**config.mk**
```make
export PLATFORM = sky130hd
export DESIGN_NAME = tohost_monitor
export DESIGN_NICKNAME = d
export VERILOG_FILES = /design/src/rtl/tohost_pkg.sv /design/src/rtl/tohost_con_fifo.sv /design/src/rtl/tohost_monitor.sv
export SDC_FILE = /design/constraint.sdc
export NUM_CORES = 1
export LEC_CHECK = 0
export ABC_AREA = 1
export CORE_MARGIN = 3
export CORE_UTILIZATION = 45
export CTS_BUF_LIST = sky130_fd_sc_hd__clkbuf_16
export DETAILED_ROUTE_END_ITERATION = 8
export GPL_TIMING_DRIVEN = 0
export PLACE_DENSITY = 0.69
export SLEW_MARGIN = 20
export SYNTH_ARGS = -nofsm -noshare
export SYNTH_HDL_FRONTEND = slang
export SYNTH_SLANG_ARGS = --single-unit
```
**constraint.sdc**
```tcl
create_clock -name sysclk -period 7.6 [get_ports sysclk]
set_input_delay 1.52 -clock sysclk [delete_from_list [all_inputs] [get_ports sysclk]]
set_output_delay 1.52 -clock sysclk [all_outputs]
set_load 0.01 [all_outputs]
```
**src/rtl/tohost_pkg.sv**
```systemverilog
// Shared definitions for the tohost monitor: FSM state encoding and protocol constants.
package tohost_pkg;

    typedef enum logic [2:0] {
        ST_IDLE,
        ST_RUN,
        ST_PASS,
        ST_FAIL,
        ST_TIMEOUT
    } state_t;

    // riscv-tests convention: writing 1 to tohost signals a passing test
    localparam int TOHOST_PASS_VAL = 1;

    function automatic logic isTerminal(input state_t s);
        return (s == ST_PASS) || (s == ST_FAIL) || (s == ST_TIMEOUT);
    endfunction

endpackage

```
**src/rtl/tohost_con_fifo.sv**
```systemverilog
// Small synchronous byte FIFO for the console channel. A push into a full FIFO
// is dropped and latches a sticky overflow flag, unless a pop frees a slot in
// the same cycle, in which case both happen.
module tohost_con_fifo
    import tohost_pkg::*;
#(
    parameter int DEPTH = 4
) (
    input  logic       i_clk,
    input  logic       i_rst,
    input  logic       i_push,
    input  logic [7:0] i_data,
    input  logic       i_ready,
    output logic       o_valid,
    output logic [7:0] o_data,
    output logic       o_overflow
);

    localparam int PW = $clog2(DEPTH);
    localparam logic [PW:0] FULL_COUNT = (PW+1)'(DEPTH);

    logic [7:0]  r_mem [DEPTH];
    logic [PW-1:0] r_rdPtr;
    logic [PW-1:0] r_wrPtr;
    logic [PW:0] r_count;
    logic        r_overflow;
    logic        w_empty;
    logic        w_full;
    logic        w_pop;
    logic        w_push;

    // Occupancy decode and the accepted push/pop strobes for this cycle
    always_comb begin
        w_empty = (r_count == '0);
        w_full  = (r_count == FULL_COUNT);
        w_pop   = !w_empty && i_ready;
        w_push  = i_push && (!w_full || w_pop);
    end

    // Storage, wrapping pointers, occupancy count and sticky overflow
    always_ff @(posedge i_clk or posedge i_rst) begin
        if (i_rst) begin
            for (int i = 0; i < DEPTH; i++) begin
                r_mem[i] <= '0;
            end
            r_rdPtr    <= '0;
            r_wrPtr    <= '0;
            r_count    <= '0;
            r_overflow <= 1'b0;
        end else begin
            if (w_push) begin
                r_mem[r_wrPtr] <= i_data;
                r_wrPtr        <= r_wrPtr + 1'b1;
            end
            if (w_pop) begin
                r_rdPtr <= r_rdPtr + 1'b1;
            end
            case ({w_push, w_pop})
                2'b10:   r_count <= r_count + 1'b1;
                2'b01:   r_count <= r_count - 1'b1;
                default: r_count <= r_count;
            endcase
            if (i_push && w_full && !w_pop) begin
                r_overflow <= 1'b1;
            end
        end
    end

    assign o_valid    = !w_empty;
    assign o_data     = r_mem[r_rdPtr];
    assign o_overflow = r_overflow;

endmodule

```
**src/rtl/tohost_monitor.sv**
```systemverilog
// Snoops the CPU data-memory write port, decodes the riscv-tests tohost
// protocol (1 = pass, other nonzero = fail with code value>>1), runs a
// watchdog and buffers console bytes. The tohost decision is taken on the
// same edge that captures the write, so flags appear one cycle after the
// write is presented and a write wins over a watchdog expiry on that edge.
module tohost_monitor
    import tohost_pkg::*;
#(
    parameter int ADDR_WIDTH     = 16,
    parameter int DATA_WIDTH     = 32,
    parameter int TOHOST_ADDR    = 16384,
    parameter int CONSOLE_ADDR   = 16388,
    parameter int TIMEOUT_CYCLES = 0,
    parameter int CNT_WIDTH      = 32,
    parameter int CON_DEPTH      = 4,
    parameter int LED_DIV        = 24
) (
    input  logic                    sysclk,
    input  logic                    rst,
    input  logic                    start,
    input  logic                    mem_wr_en,
    input  logic [ADDR_WIDTH-1:0]   mem_wr_addr,
    input  logic [DATA_WIDTH-1:0]   mem_wr_data,
    input  logic [DATA_WIDTH/8-1:0] mem_wr_strb,
    output logic                    done,
    output logic                    pass,
    output logic                    fail,
    output logic                    timeout,
    output logic [DATA_WIDTH-2:0]   fail_code,
    output logic [CNT_WIDTH-1:0]    cycle_count,
    output logic                    con_valid,
    output logic [7:0]              con_data,
    input  logic                    con_ready,
    output logic                    con_overflow,
    output logic                    led
);

    localparam int SW = DATA_WIDTH / 8;
    localparam logic [ADDR_WIDTH-1:0] TOHOST_A  = ADDR_WIDTH'(TOHOST_ADDR);
    localparam logic [ADDR_WIDTH-1:0] CONSOLE_A = ADDR_WIDTH'(CONSOLE_ADDR);
    localparam logic [CNT_WIDTH-1:0]  TIMEOUT_C = CNT_WIDTH'(TIMEOUT_CYCLES);
    localparam logic [DATA_WIDTH-1:0] PASS_V    = DATA_WIDTH'(TOHOST_PASS_VAL);

    state_t                r_state;
    state_t                w_nextState;
    logic [DATA_WIDTH-1:0] r_shadow;
    logic [DATA_WIDTH-1:0] w_merged;
    logic [DATA_WIDTH-2:0] r_failCode;
    logic [CNT_WIDTH-1:0]  r_cycleCount;
    logic [CNT_WIDTH-1:0]  w_countNext;
    logic [LED_DIV-1:0]    r_ledDiv;
    logic                  r_led;
    logic                  w_ledNext;
    logic                  w_tohostWr;
    logic                  w_consoleWr;
    logic                  w_timeoutHit;
    logic                  w_unusedAddrBits;

    // Byte offset within a word is irrelevant to the word-address match
    assign w_unusedAddrBits = ^mem_wr_addr[1:0];

    // Address decode, byte-strobe merge into the tohost shadow, saturating count
    always_comb begin
        w_tohostWr  = mem_wr_en && (mem_wr_addr[ADDR_WIDTH-1:2] == TOHOST_A[ADDR_WIDTH-1:2]);
        w_consoleWr = mem_wr_en && (mem_wr_addr[ADDR_WIDTH-1:2] == CONSOLE_A[ADDR_WIDTH-1:2])
                      && mem_wr_strb[0];
        w_merged = r_shadow;
        for (int i = 0; i < SW; i++) begin
            if (mem_wr_strb[i]) begin
                w_merged[8*i +: 8] = mem_wr_data[8*i +: 8];
            end
        end
        w_countNext  = (&r_cycleCount) ? r_cycleCount : r_cycleCount + CNT_WIDTH'(1);
        w_timeoutHit = (TIMEOUT_CYCLES != 0) && (w_countNext == TIMEOUT_C);
    end

    // Next-state and next-LED logic; tohost verdict takes priority over the watchdog
    always_comb begin
        w_nextState = r_state;
        case (r_state)
            ST_IDLE: begin
                if (start) begin
                    w_nextState = ST_RUN;
                end
            end
            ST_RUN: begin
                if (w_tohostWr && (w_merged == PASS_V)) begin
                    w_nextState = ST_PASS;
                end else if (w_tohostWr && (w_merged != '0)) begin
                    w_nextState = ST_FAIL;
                end else if (w_timeoutHit) begin
                    w_nextState = ST_TIMEOUT;
                end
            end
            default: w_nextState = r_state;
        endcase

        w_ledNext = 1'b0;
        if (w_nextState == ST_PASS) begin
            w_ledNext = 1'b1;
        end else if ((w_nextState == ST_RUN) && (r_state == ST_RUN)) begin
            w_ledNext = (&r_ledDiv) ? ~r_led : r_led;
        end
    end

    // FSM state register; terminal states hold until reset
    always_ff @(posedge sysclk or posedge rst) begin
        if (rst) begin
            r_state <= ST_IDLE;
        end else begin
            r_state <= w_nextState;
        end
    end

    // RUN-cycle counter, LED divider, tohost shadow, fail code and LED register
    always_ff @(posedge sysclk or posedge rst) begin
        if (rst) begin
            r_cycleCount <= '0;
            r_ledDiv     <= '0;
            r_shadow     <= '0;
            r_failCode   <= '0;
            r_led        <= 1'b0;
        end else begin
            if (r_state == ST_RUN) begin
                r_cycleCount <= w_countNext;
                r_ledDiv     <= r_ledDiv + 1'b1;
                if (w_tohostWr) begin
                    r_shadow <= w_merged;
                end
                if (w_nextState == ST_FAIL) begin
                    r_failCode <= w_merged[DATA_WIDTH-1:1];
                end
            end
            r_led <= w_ledNext;
        end
    end

    tohost_con_fifo #(
        .DEPTH(CON_DEPTH)
    ) u_conFifo (
        .i_clk      (sysclk),
        .i_rst      (rst),
        .i_push     (w_consoleWr),
        .i_data     (mem_wr_data[7:0]),
        .i_ready    (con_ready),
        .o_valid    (con_valid),
        .o_data     (con_data),
        .o_overflow (con_overflow)
    );

    assign done        = isTerminal(r_state);
    assign pass        = (r_state == ST_PASS);
    assign fail        = (r_state == ST_FAIL);
    assign timeout     = (r_state == ST_TIMEOUT);
    assign fail_code   = r_failCode;
    assign cycle_count = r_cycleCount;
    assign led         = r_led;

endmodule
```
==> results by group <==
Worst hold path
  – Hold_sp: r_ledDiv[23]$_DFFE_PP0P_
  – Hold WC Path Type: reg -> reg
  – Hold Path Depth: 1
  – WHS Endpoint: r_ledDiv[23]$_DFFE_PP0P_

Synth
  – Net Count, Synth: between 1,000 and 1,500
  – Most common cell in the netlist: nand2_1
  – Area contributors post-synth: dfrtp_1 48%, nand2_1 15%, o21ai_0 6.0%, inv_1 5.8%, nor2_1 4.0%
  – Synth area leader: dfrtp_1
  – Mean post-synth cell area: 7.984 um2
  – Post-synthesis sequential area ratio: around half
  – Async set-or-reset flop fraction in the synthesized netlist: 100.0%
  – EDFF count, synth: 0
  – Synth cell count leaders: 336 x nand2_1, 163 x dfrtp_1, 132 x inv_1
  – Mapped Area: 8471 um2
  – Register bit total from synthesis: ~160
  – Syn. warnings: 0
  – Synth Flop Type: dfrtp_1
  – Area fraction of the dominant cell type after synthesis: between 40% and 50%
  – Post-synthesis cell type count: 39
  – Cells after Synth: ~1,100

Pwr
  – Share of power burned in registers: 44.2%
  – Max IR drop VDD: between 100 and 150 uV
  – P_int: 1.473 mW
  – Switching pwr: approximately 550 uW
  – Power Density: 190.2 nW/um2
  – Static Leak: about 5.3 nW
  – Clock share of power: about two fifths
  – Net Sw Frac: a little over a quarter
  – Total power: 2.026 mW
  – Combinational Power Share: around 16%

CTS
  – CTS-repair resized insts: 0
  – Clock transition at the registers of the reported paths: ~0.07 ns
  – TritonCTS clock tree: built
  – Clock Path Buffers: 2
  – Sink Count: between 150 and 200
  – Post-CTS setup buffers: 0
  – CTS buffer count: 17
  – CTS Root Cell: clkbuf_16
  – H-Tree Depth: 4
  – # hold bufs at CTS: 0
  – Worst-Skew Late Latency: 0.42 ns

Job
  – Max Cap Viol: 0

Floorplanning
  – Row cnt: 49
  – Chip width: roughly 140 um
  – DIE HEIGHT: 143.2 um
  – Core ar.: 18,210 um2
  – Initial Utilization: a little under half
  – IO Pins: around 140
  – DIE AREA: about 20,000 um2

Worst setup path
  – Crit Reg-Reg Startpoint: cycle_count[1]$_DFFE_PP0P_
  – R2R setup slack: 5.53 ns
  – Critical path class: reg -> out
  – CP max FO: 10
  – RR Endpoint: cycle_count[5]$_DFFE_PP0P_
  – Crit path launch type: flop
  – Critical path origin: u_conFifo.r_rdPtr[0]$_DFFE_PP0P_
  – Worst Setup End Kind: output port
  – Critical Path AT: 2.52 ns
  – R2r worst-path depth: 10
  – Worst path required time: slightly above 6 ns

Finish
  – Filler cells: 1,681
  – Register area: between 4000 and 5000 um2
  – Core Util, Final: between 50% and 60%
  – Synth-to-Final Area Change: 25.75%
  – Final instance area: 10,650 um2
  – Number of diodes: 0
  – # nets final: 1,276
  – Multi-input logic area: between 3000 and 4000 um2
  – Final Non-Filler Cells: between 1,000 and 1,500
  – Layout cell share with drive strength beyond 1: 8.497%

STA
  – Final Hold Fails: 0
  – Fin crit share: between 50 and 60%
  – Slew Viols, Final: 0
  – Endpoints failing setup: 0
  – Max Clock Freq: 247.3 MHz
  – Final TNS setup: 0 ns
  – Worst slew pin tran: roughly 0.74 ns
  – Min setup slack post-route: between 3 and 4 ns
  – Tmin final: ~4.0 ns
  – Final Hold Slack: roughly 0.48 ns
  – Relative slew slack: 50.07%
  – Clock skew: approximately 0.0080 ns
  – Unrepaired setup endpoints after global routing: false

Placed design
  – Placed cell count: 1,421
  – Placed instance area: 10,090 um2
  – DP Wirelength: approximately 15,000 um
  – Worst slack at placement: 3.624 ns
  – Placer Congestion: about 0.93
  – IO Port Bufs: 130

Drt
  – Vias: between 7,000 and 8,000
  – Routed WL per cell: 13.64 um
  – DRT antenna net count: 0
  – Routed WL: between 15,000 and 20,000 um
  – Remaining DRCs: 0
  – Post-DR vias/cell: 4.868
  – DR iter-0 viols: between 300 and 400
  – Drt pass-1 iters: 6

Global route
  – Gr ovfl total: 0
  – Largest net degree at the start of global routing: 91
  – First-pass GRT wire length: between 30,000 and 40,000 um
  – GRT Resource Usage Total: 20.19%
  – Vias in the first global route: just under 7,000
  – Initial antenna violation count: 1

Outcome
  – Outcome: complete, no violations
## worst max-delay path: stages, from the launching register on
cell	delay, ns
dfrtp_1	0.36
clkbuf_1	0.21
inv_1	0.20
clkbuf_1	0.41
nor2_1	0.08
o22ai_1	0.25
clkdlybuf4s50_1	0.59
## how the worst max path moves through the flow
stage | cells after the start | slack (ns) | endpoint
2_1_floorplan | 1 | 1.68 | cycle_count[0]$_DFFE_PP0P_
4_1_cts | 6 | 3.53 | con_data[0]
3_5_place_dp | 9 | 3.62 | u_conFifo.r_count[1]$_DFFE_PP0P_
3_3_place_gp | 2 | -0.70 | u_conFifo.r_count[0]$_DFFE_PP0P_
5_1_grt | 6 | 3.40 | con_data[0]
6_report | 6 | 3.56 | con_data[0]
## state kept, by name (all words and copies together), names as in the netlist
register              flops
r_shadow                 32
u_conFifo.r_rdPtr         2
u_conFifo.r_wrPtr         2
cycle_count              32
r_ledDiv                 24
fail_code                31
u_conFifo.o_overflow      1
u_conFifo.r_count         3
led                       1
r_state                   3
u_conFifo.r_mem          32
## logic make-up after synthesis
kind of cell / after synthesis / share of synthesized area (%)
DFF: 163 / 48.15
and+or+nand+nor: 518 / 26.79
AOI/OAI and AO/OA: 143 / 8.685
adders and majority gates: 8 / 1.270
buffers and inverters: 172 / 9.114
xor gates and xnor gates: 57 / 5.982
## routing by layer
metal,vias up,wire length [um],GRT usage (%)
li1,3608,-,-
met1,3280,9303,27.42
met2,162,9042,32.34
met3,21,1146,4.789
met4,2,320,6.053
met5,-,13,0
## final cells by class
class / count / share of cell area [%]
Multi-Input combinational cell: 726 / 33.98
Clock buffer: 17 / 3.994
Buffer: 32 / 2.314
Inverter: 140 / 5.004
Clock inverter: 15 / 1.245
Tap cell: 229 / 2.690
Timing Repair Buffer: 131 / 12.47
Sequential cell: 163 / 38.29
## cells in the final DEF (no fill, tap or decap), types with 8 or more instances in the layout
cell type and count:
nand3_1 20, nor2_1 91, inv_2 8, clkbuf_16 17
o21ai_1 29, o21ai_0 101, xnor2_1 18, o22ai_1 8
clkdlybuf4s50_1 130, nand2_2 14, buf_6 13, dfrtp_1 163
inv_1 131, nor3_1 11, nand2_1 336, xor2_1 38
clkbuf_1 8, nand4_1 15
## power groups by stage
stage	clock, mW	sequential, mW	combinational (mW)
6_report	0.817	0.896	0.314
5_1_grt	0.873	0.897	0.355
4_1_cts	0.834	0.895	0.316
3_5_place_dp	0	0.911	0.314
3_3_place_gp	0	0.911	0.306
2_1_floorplan	0	0.907	0.178
No activity file was read; power rests on OpenSTA's default activity.
